--- config.mk ---
export PLATFORM = sky130hd
export DESIGN_NAME = mux21_sel_arbiter_flat
export DESIGN_NICKNAME = d
export VERILOG_FILES = /design/src/rtl/mux21_pkg.sv /design/src/rtl/mux21_sel_arbiter_if.sv /design/src/rtl/mux21_sel_arbiter_beat_counter.sv /design/src/rtl/mux21_sel_arbiter.sv /design/src/flat_wrapper.sv
export SDC_FILE = /design/constraint.sdc
export NUM_CORES = 1
export LEC_CHECK = 0
export BUFFER_PORTS_ARGS = -buffer_cell sky130_fd_sc_hd__buf_2
export CELL_PAD_IN_SITES_DETAIL_PLACEMENT = 0
export CELL_PAD_IN_SITES_GLOBAL_PLACEMENT = 2
export CORE_ASPECT_RATIO = 1.2
export CORE_MARGIN = 3
export CORE_UTILIZATION = 30
export DETAILED_ROUTE_END_ITERATION = 10
export GPL_ROUTABILITY_DRIVEN = 1
export PLACE_DENSITY_LB_ADDON = 0.1
export SLEW_MARGIN = 5
export SYNTH_ARGS = -nofsm -noshare
export SYNTH_HDL_FRONTEND = slang
export SYNTH_HIERARCHICAL = 1
export SYNTH_SLANG_ARGS = --single-unit
--- constraint.sdc ---
create_clock -name clk -period 2.25 [get_ports clk]
set_input_delay 0.1125 -clock clk [delete_from_list [all_inputs] [get_ports clk]]
set_output_delay 0.1125 -clock clk [all_outputs]
set_load 0.01 [all_outputs]
--- src/rtl/mux21_pkg.sv ---
// Shared encodings for the 2:1 mux and its select arbiter.
// Used by this block and by the mux21 benches.
package mux21_pkg;

    localparam logic [1:0] IDLE  = 2'b00;
    localparam logic [1:0] GNT_A = 2'b01;
    localparam logic [1:0] GNT_B = 2'b10;

    localparam logic SEL_A = 1'b0;
    localparam logic SEL_B = 1'b1;

    // Select value that hands the mux to the requester opposite to sel.
    function automatic logic other_sel(input logic sel);
        return (sel == SEL_A) ? SEL_B : SEL_A;
    endfunction

endpackage : mux21_pkg

--- src/rtl/mux21_sel_arbiter_if.sv ---
// Requester/downstream handshake bundle around the mux21 select arbiter.
// The master side drives requests and ready; the slave side is the arbiter.
interface mux21_sel_arbiter_if #(
    parameter int unsigned MAX_BURST = 4
);
    localparam int unsigned CNT_W = $clog2(MAX_BURST);

    logic             req_a;
    logic             req_b;
    logic             last_a;
    logic             last_b;
    logic             out_ready;
    logic             s;
    logic             gnt_a;
    logic             gnt_b;
    logic             out_valid;
    logic [CNT_W-1:0] beat_cnt;

    modport master (
        output req_a,
        output req_b,
        output last_a,
        output last_b,
        output out_ready,
        input  s,
        input  gnt_a,
        input  gnt_b,
        input  out_valid,
        input  beat_cnt
    );

    modport slave (
        input  req_a,
        input  req_b,
        input  last_a,
        input  last_b,
        input  out_ready,
        output s,
        output gnt_a,
        output gnt_b,
        output out_valid,
        output beat_cnt
    );

endinterface : mux21_sel_arbiter_if

--- src/rtl/mux21_sel_arbiter_beat_counter.sv ---
// Per-grant beat counter: clear wins over increment; tc_c flags the
// last beat allowed before the fairness cap forces re-arbitration.
module mux21_sel_arbiter_beat_counter #(
    parameter int unsigned MAX_BURST = 4
) (
    input  logic                           clk,
    input  logic                           rst,
    input  logic                           clr,
    input  logic                           inc,
    output logic [$clog2(MAX_BURST)-1:0]   cnt,
    output logic                           tc_c
);
    localparam int unsigned CNT_W = $clog2(MAX_BURST);
    localparam logic [CNT_W-1:0] CNT_MAX = CNT_W'(MAX_BURST - 1);

    logic [CNT_W-1:0] cnt_q;
    logic [CNT_W-1:0] cnt_d;

    always_comb begin
        cnt_d = cnt_q;
        if (clr) begin
            cnt_d = '0;
        end else if (inc && (cnt_q != CNT_MAX)) begin
            cnt_d = cnt_q + CNT_W'(1);
        end
    end

    always_ff @(posedge clk) begin
        if (rst) begin
            cnt_q <= '0;
        end else begin
            cnt_q <= cnt_d;
        end
    end

    assign cnt  = cnt_q;
    assign tc_c = (cnt_q == CNT_MAX);

endmodule : mux21_sel_arbiter_beat_counter

--- src/rtl/mux21_sel_arbiter.sv ---
// Round-robin select arbiter for mux21: burst lock per grant, MAX_BURST
// fairness cap, and a select that only moves on grant entry or switch.
module mux21_sel_arbiter
    import mux21_pkg::*;
#(
    parameter int unsigned MAX_BURST = 4
) (
    input  logic                     clk,
    input  logic                     rst,
    mux21_sel_arbiter_if.slave       bus
);
    localparam int unsigned CNT_W = $clog2(MAX_BURST);

    logic [1:0]       state_q;
    logic [1:0]       state_d;
    logic             s_q;
    logic             s_d;
    logic             gnt_a_q;
    logic             gnt_a_d;
    logic             gnt_b_q;
    logic             gnt_b_d;
    logic             prio_q;
    logic             prio_d;

    logic             out_valid_c;
    logic             xfer_c;
    logic             cnt_clr_c;
    logic             cnt_inc_c;
    logic             cnt_tc_c;
    logic [CNT_W-1:0] beat_cnt;

    // Valid comes only from registered grants and live requests; ready never feeds it.
    assign out_valid_c = (gnt_a_q & bus.req_a) | (gnt_b_q & bus.req_b);
    assign xfer_c      = out_valid_c & bus.out_ready;

    mux21_sel_arbiter_beat_counter #(
        .MAX_BURST (MAX_BURST)
    ) u_beat_counter (
        .clk  (clk),
        .rst  (rst),
        .clr  (cnt_clr_c),
        .inc  (cnt_inc_c),
        .cnt  (beat_cnt),
        .tc_c (cnt_tc_c)
    );

    // Next-state, priority and counter control.
    always_comb begin
        state_d   = state_q;
        prio_d    = prio_q;
        cnt_clr_c = 1'b0;
        cnt_inc_c = 1'b0;

        case (state_q)
            IDLE: begin
                if (bus.req_a && (!bus.req_b || (prio_q == SEL_A))) begin
                    state_d = GNT_A;
                end else if (bus.req_b) begin
                    state_d = GNT_B;
                end
            end

            GNT_A: begin
                if (xfer_c) begin
                    if (bus.last_a || cnt_tc_c) begin
                        prio_d    = other_sel(SEL_A);
                        cnt_clr_c = 1'b1;
                        if (bus.req_b) begin
                            state_d = GNT_B;
                        end else if (!bus.last_a && bus.req_a) begin
                            state_d = GNT_A;
                        end else begin
                            state_d = IDLE;
                        end
                    end else begin
                        cnt_inc_c = 1'b1;
                    end
                end
            end

            GNT_B: begin
                if (xfer_c) begin
                    if (bus.last_b || cnt_tc_c) begin
                        prio_d    = other_sel(SEL_B);
                        cnt_clr_c = 1'b1;
                        if (bus.req_a) begin
                            state_d = GNT_A;
                        end else if (!bus.last_b && bus.req_b) begin
                            state_d = GNT_B;
                        end else begin
                            state_d = IDLE;
                        end
                    end else begin
                        cnt_inc_c = 1'b1;
                    end
                end
            end

            default: begin
                state_d   = IDLE;
                cnt_clr_c = 1'b1;
            end
        endcase
    end

    // Registered outputs decoded from the next state; select holds while idle.
    always_comb begin
        gnt_a_d = (state_d == GNT_A);
        gnt_b_d = (state_d == GNT_B);
        s_d     = s_q;
        if (state_d == GNT_A) begin
            s_d = SEL_A;
        end else if (state_d == GNT_B) begin
            s_d = SEL_B;
        end
    end

    always_ff @(posedge clk) begin
        if (rst) begin
            state_q <= IDLE;
            s_q     <= SEL_A;
            gnt_a_q <= 1'b0;
            gnt_b_q <= 1'b0;
            prio_q  <= SEL_A;
        end else begin
            state_q <= state_d;
            s_q     <= s_d;
            gnt_a_q <= gnt_a_d;
            gnt_b_q <= gnt_b_d;
            prio_q  <= prio_d;
        end
    end

    assign bus.s         = s_q;
    assign bus.gnt_a     = gnt_a_q;
    assign bus.gnt_b     = gnt_b_q;
    assign bus.out_valid = out_valid_c;
    assign bus.beat_cnt  = beat_cnt;

endmodule : mux21_sel_arbiter

--- src/flat_wrapper.sv ---
// flat-port wrapper written by rule: the top's interface ports become plain ports
module mux21_sel_arbiter_flat import mux21_pkg::*;
#(
    parameter int unsigned MAX_BURST = 4
)
  (clk, rst, bus_req_a, bus_req_b, bus_last_a, bus_last_b, bus_out_ready, bus_s, bus_gnt_a, bus_gnt_b, bus_out_valid, bus_beat_cnt);
  mux21_sel_arbiter_if #(.MAX_BURST(MAX_BURST)) bus_i ();
  input  logic clk;
  input  logic rst;
  input wire logic [$bits(bus_i.req_a)-1:0] bus_req_a;
  input wire logic [$bits(bus_i.req_b)-1:0] bus_req_b;
  input wire logic [$bits(bus_i.last_a)-1:0] bus_last_a;
  input wire logic [$bits(bus_i.last_b)-1:0] bus_last_b;
  input wire logic [$bits(bus_i.out_ready)-1:0] bus_out_ready;
  output wire logic [$bits(bus_i.s)-1:0] bus_s;
  output wire logic [$bits(bus_i.gnt_a)-1:0] bus_gnt_a;
  output wire logic [$bits(bus_i.gnt_b)-1:0] bus_gnt_b;
  output wire logic [$bits(bus_i.out_valid)-1:0] bus_out_valid;
  output wire logic [$bits(bus_i.beat_cnt)-1:0] bus_beat_cnt;
  assign bus_i.req_a = bus_req_a;
  assign bus_i.req_b = bus_req_b;
  assign bus_i.last_a = bus_last_a;
  assign bus_i.last_b = bus_last_b;
  assign bus_i.out_ready = bus_out_ready;
  assign bus_s = bus_i.s;
  assign bus_gnt_a = bus_i.gnt_a;
  assign bus_gnt_b = bus_i.gnt_b;
  assign bus_out_valid = bus_i.out_valid;
  assign bus_beat_cnt = bus_i.beat_cnt;
  mux21_sel_arbiter #(.MAX_BURST(MAX_BURST)) u_core (.clk(clk), .rst(rst), .bus(bus_i));
endmodule
==> results.json <==
{
  "status": "complete, no violations",
  "worstHoldPathType": "in -> reg",
  "grt_pass1_wl_um": 2450,
  "portBuffers": 12,
  "drt-vias-per-instance": 5.80,
  "layout_commonest_cell": "buf_2",
  "final_nets": 101,
  "area_growth_pct": 16.9,
  "rrSetupSlack_ns": 0.24,
  "hold_end": "u_core/u_beat_counter/cnt[0]$_SDFFE_PP0P_",
  "totalPowerFinal_mw": 0.414,
  "antenna_cells": 0,
  "fill_cells": 191,
  "p_leak_nw": 0.309,
  "drive_above_1_share_pct": 31.0,
  "cp-start-kind": "flop",
  "grt_overflow_total": 0,
  "cts_root_buf": "clkbuf_4",
  "drt_iter0_drc": 23,
  "gp_congestion": 0.807,
  "antenna_found_initial": 0,
  "reg2regPathDepth": 8,
  "ys_seq_area_share_pct": 25.4,
  "period_share_pct": 89.2,
  "track_usage_pct": 12.5,
  "syn_nets": 84,
  "path_class": "reg -> reg",
  "final_cell_mix": "12 x buf_2, 8 x dfxtp_1, 7 x inv_1, 7 x nand2_1",
  "clkSinkCount": 8,
  "final_cells": 106,
  "first_global_vias": 525,
  "rows": 17,
  "wl_um": 1500,
  "maxCapViolCount": 0,
  "maxSlewViolCount": 0,
  "cts_resized": 0,
  "synth-seq-cells": 8,
  "dieArea_um2": 2690,
  "tns_ns": 0,
  "hold_depth": 2,
  "cts_tree": "done",
  "grt_max_degree": 8,
  "fin_hold_ws_ns": 0.151,
  "first_pass_iters": 4,
  "min_period_ns": 2.01,
  "hpwl_um": 1190,
  "crit_slowest_cell": "dfxtp_1",
  "synth.distinct_cells": 35,
  "fmaxAchievable_ghz": 0.498,
  "clock_path_buffers": 2,
  "hold_viol": 0,
  "worstMarginPinSlew_ns": 0.446,
  "rsz0062_at_grt": "false",
  "die_x_um": 47.8,
  "holdCritStartpoint": "rst",
  "syn_avg_cell_area_um2": 8.74,
  "clk_pin_slew_worst_paths_ns": 0.06,
  "cts_max_level": 1,
  "clock_skew_ns": 0.00462,
  "cp.arrival_ns": 2.14,
  "critPathCaptureType": "flop",
  "cpPeakStageDelay_ns": 0.45,
  "place_inst": 103,
  "route.antenna.remaining_nets": 0,
  "synthCells": 72,
  "die_h_um": 56.2,
  "ys.warnings.count": 6,
  "cp.required_ns": 2.39,
  "ctsHoldBuffers": 0,
  "core_area_um2": 1910,
  "drc_errors": 0,
  "cts_setup_buffers": 0,
  "vias": 615,
  "clkLatencyLatePin_ns": 0.26,
  "synth_area_um2": 629,
  "io_pins": 13,
  "setup_viol": 0,
  "r2r_end": "u_core/u_beat_counter/cnt[1]$_SDFFE_PP0P_",
  "crit_chain": "inv_1 > ha_1 > and2_1 > a211oi_1 > and4_1 > nor2b_4 > mux2i_1 > nor3_2",
  "cp_max_fo": 6,
  "start_util_pct": 32.9,
  "slew_headroom_pct": 70.0,
  "p_per_area_nw_per_um2": 563,
  "irDropWorstVdd_mv": 0.315,
  "wire_per_inst_um": 14.2,
  "timing.rr.start": "u_core/state_q[0]$_SDFF_PP0_",
  "numCtsBuffers": 3
}
[worst max-delay path, delay by kind of cell, from the launching register on]
family	cells	cell delay, ns
flops	1	0.45
mux	1	0.22
buf+inv	1	0.10
simple gates	4	0.61
fa+ha+maj	1	0.26
compound gates	1	0.26
[cells in the mapped netlist]
master | count | area share, %
a21o_1 | 1 | 1.2
mux2i_1 | 1 | 1.6
a22oi_2 | 1 | 2.0
nor3_1 | 1 | 0.79
nand3_1 | 2 | 1.6
inv_1 | 7 | 4.2
and2_1 | 1 | 0.99
nor4_2 | 1 | 2.0
and3_1 | 1 | 0.99
and3_4 | 1 | 1.8
xnor2_1 | 1 | 1.4
o31a_2 | 1 | 1.6
nor2b_1 | 1 | 0.99
o41ai_1 | 1 | 1.4
a211oi_1 | 1 | 1.2
a21oi_1 | 3 | 2.4
nor2b_4 | 1 | 2.2
o21ai_0 | 4 | 3.2
and4bb_2 | 1 | 2.0
nand2_1 | 7 | 4.2
nor4_4 | 1 | 3.4
ha_1 | 5 | 9.9
nor4_1 | 1 | 0.99
a2bb2oi_1 | 1 | 1.4
dfxtp_1 | 8 | 25
or3_4 | 1 | 1.8
o31ai_1 | 2 | 2.4
o41a_2 | 1 | 2.0
o32ai_1 | 1 | 1.4
o21ai_1 | 1 | 0.79
o211ai_2 | 1 | 2.0
nor2_1 | 5 | 3.0
nand2b_1 | 2 | 2.0
nor3_2 | 2 | 3.2
and4_1 | 2 | 2.8
[layout make-up]
type | count | area [µm²] | area share [%]
clock buffer | 3 | 22.5 | 3.06
timing repair buffer | 12 | 60.1 | 8.16
sequential | 8 | 160 | 21.8
multi-input combinational | 57 | 443 | 60.2
tap | 19 | 23.8 | 3.23
inverter | 7 | 26.3 | 3.57
[power by group]
group | switching, mW | internal [mW]
combinational | 0.0723 | 0.0595
sequential | 0.0115 | 0.153
clock | 0.0566 | 0.0615
total | 0.140 | 0.274
[worst max path at each step]
stage | from | endpoint | slack (ns)
6_report | u_core/state_q[0]$_SDFF_PP0_ | u_core/u_beat_counter/cnt[1]$_SDFFE_PP0P_ | 0.24
5_1_grt | u_core/state_q[0]$_SDFF_PP0_ | u_core/u_beat_counter/cnt[1]$_SDFFE_PP0P_ | 0.05
4_1_cts | u_core/state_q[0]$_SDFF_PP0_ | u_core/u_beat_counter/cnt[1]$_SDFFE_PP0P_ | 0.26
3_5_place_dp | u_core/state_q[0]$_SDFF_PP0_ | u_core/u_beat_counter/cnt[1]$_SDFFE_PP0P_ | 0.26
3_3_place_gp | u_core/state_q[0]$_SDFF_PP0_ | u_core/u_beat_counter/cnt[1]$_SDFFE_PP0P_ | 0.23
2_1_floorplan | u_core/state_q[0]$_SDFF_PP0_ | u_core/u_beat_counter/cnt[1]$_SDFFE_PP0P_ | 0.42
[metrics by stage]
step	worst slack [ns]	utilization, %	cell area (µm²)
after floorplan	0.421	-	629
after global placement	0.225	37.3	713
after detailed placement	0.257	37.3	713
after CTS	0.261	38.4	736
after global routing	0.0546	38.4	736
final	0.243	38.4	736
[layer usage]
layer  track usage (%)  vias up  share of wire, %
met4              5.77        0              0.80
met1              18.4      284                46
met3              2.91        2               7.1
li1                  -      296                 -
met2              16.6       33                46
met5                 0        -                 0
[state kept, by name (all words and copies together), names as in the netlist]
signal,flops
u_core/state_q,2
u_core/u_beat_counter/cnt,2
u_core/bus.gnt_a,1
u_core/bus.gnt_b,1
u_core/bus.s,1
u_core/prio_q,1
[logic make-up after synthesis]
group / synth area share [%]
flip-flops: 25.4
multiplexers: 1.59
buffers and inverters: 4.18
AO/OA/AOI/OAI: 22.9
XOR/XNOR: 1.39
AND/OR/NAND/NOR: 34.6
adder cells (fa/ha/maj): 9.94
Power figures use the tool's default switching activity.
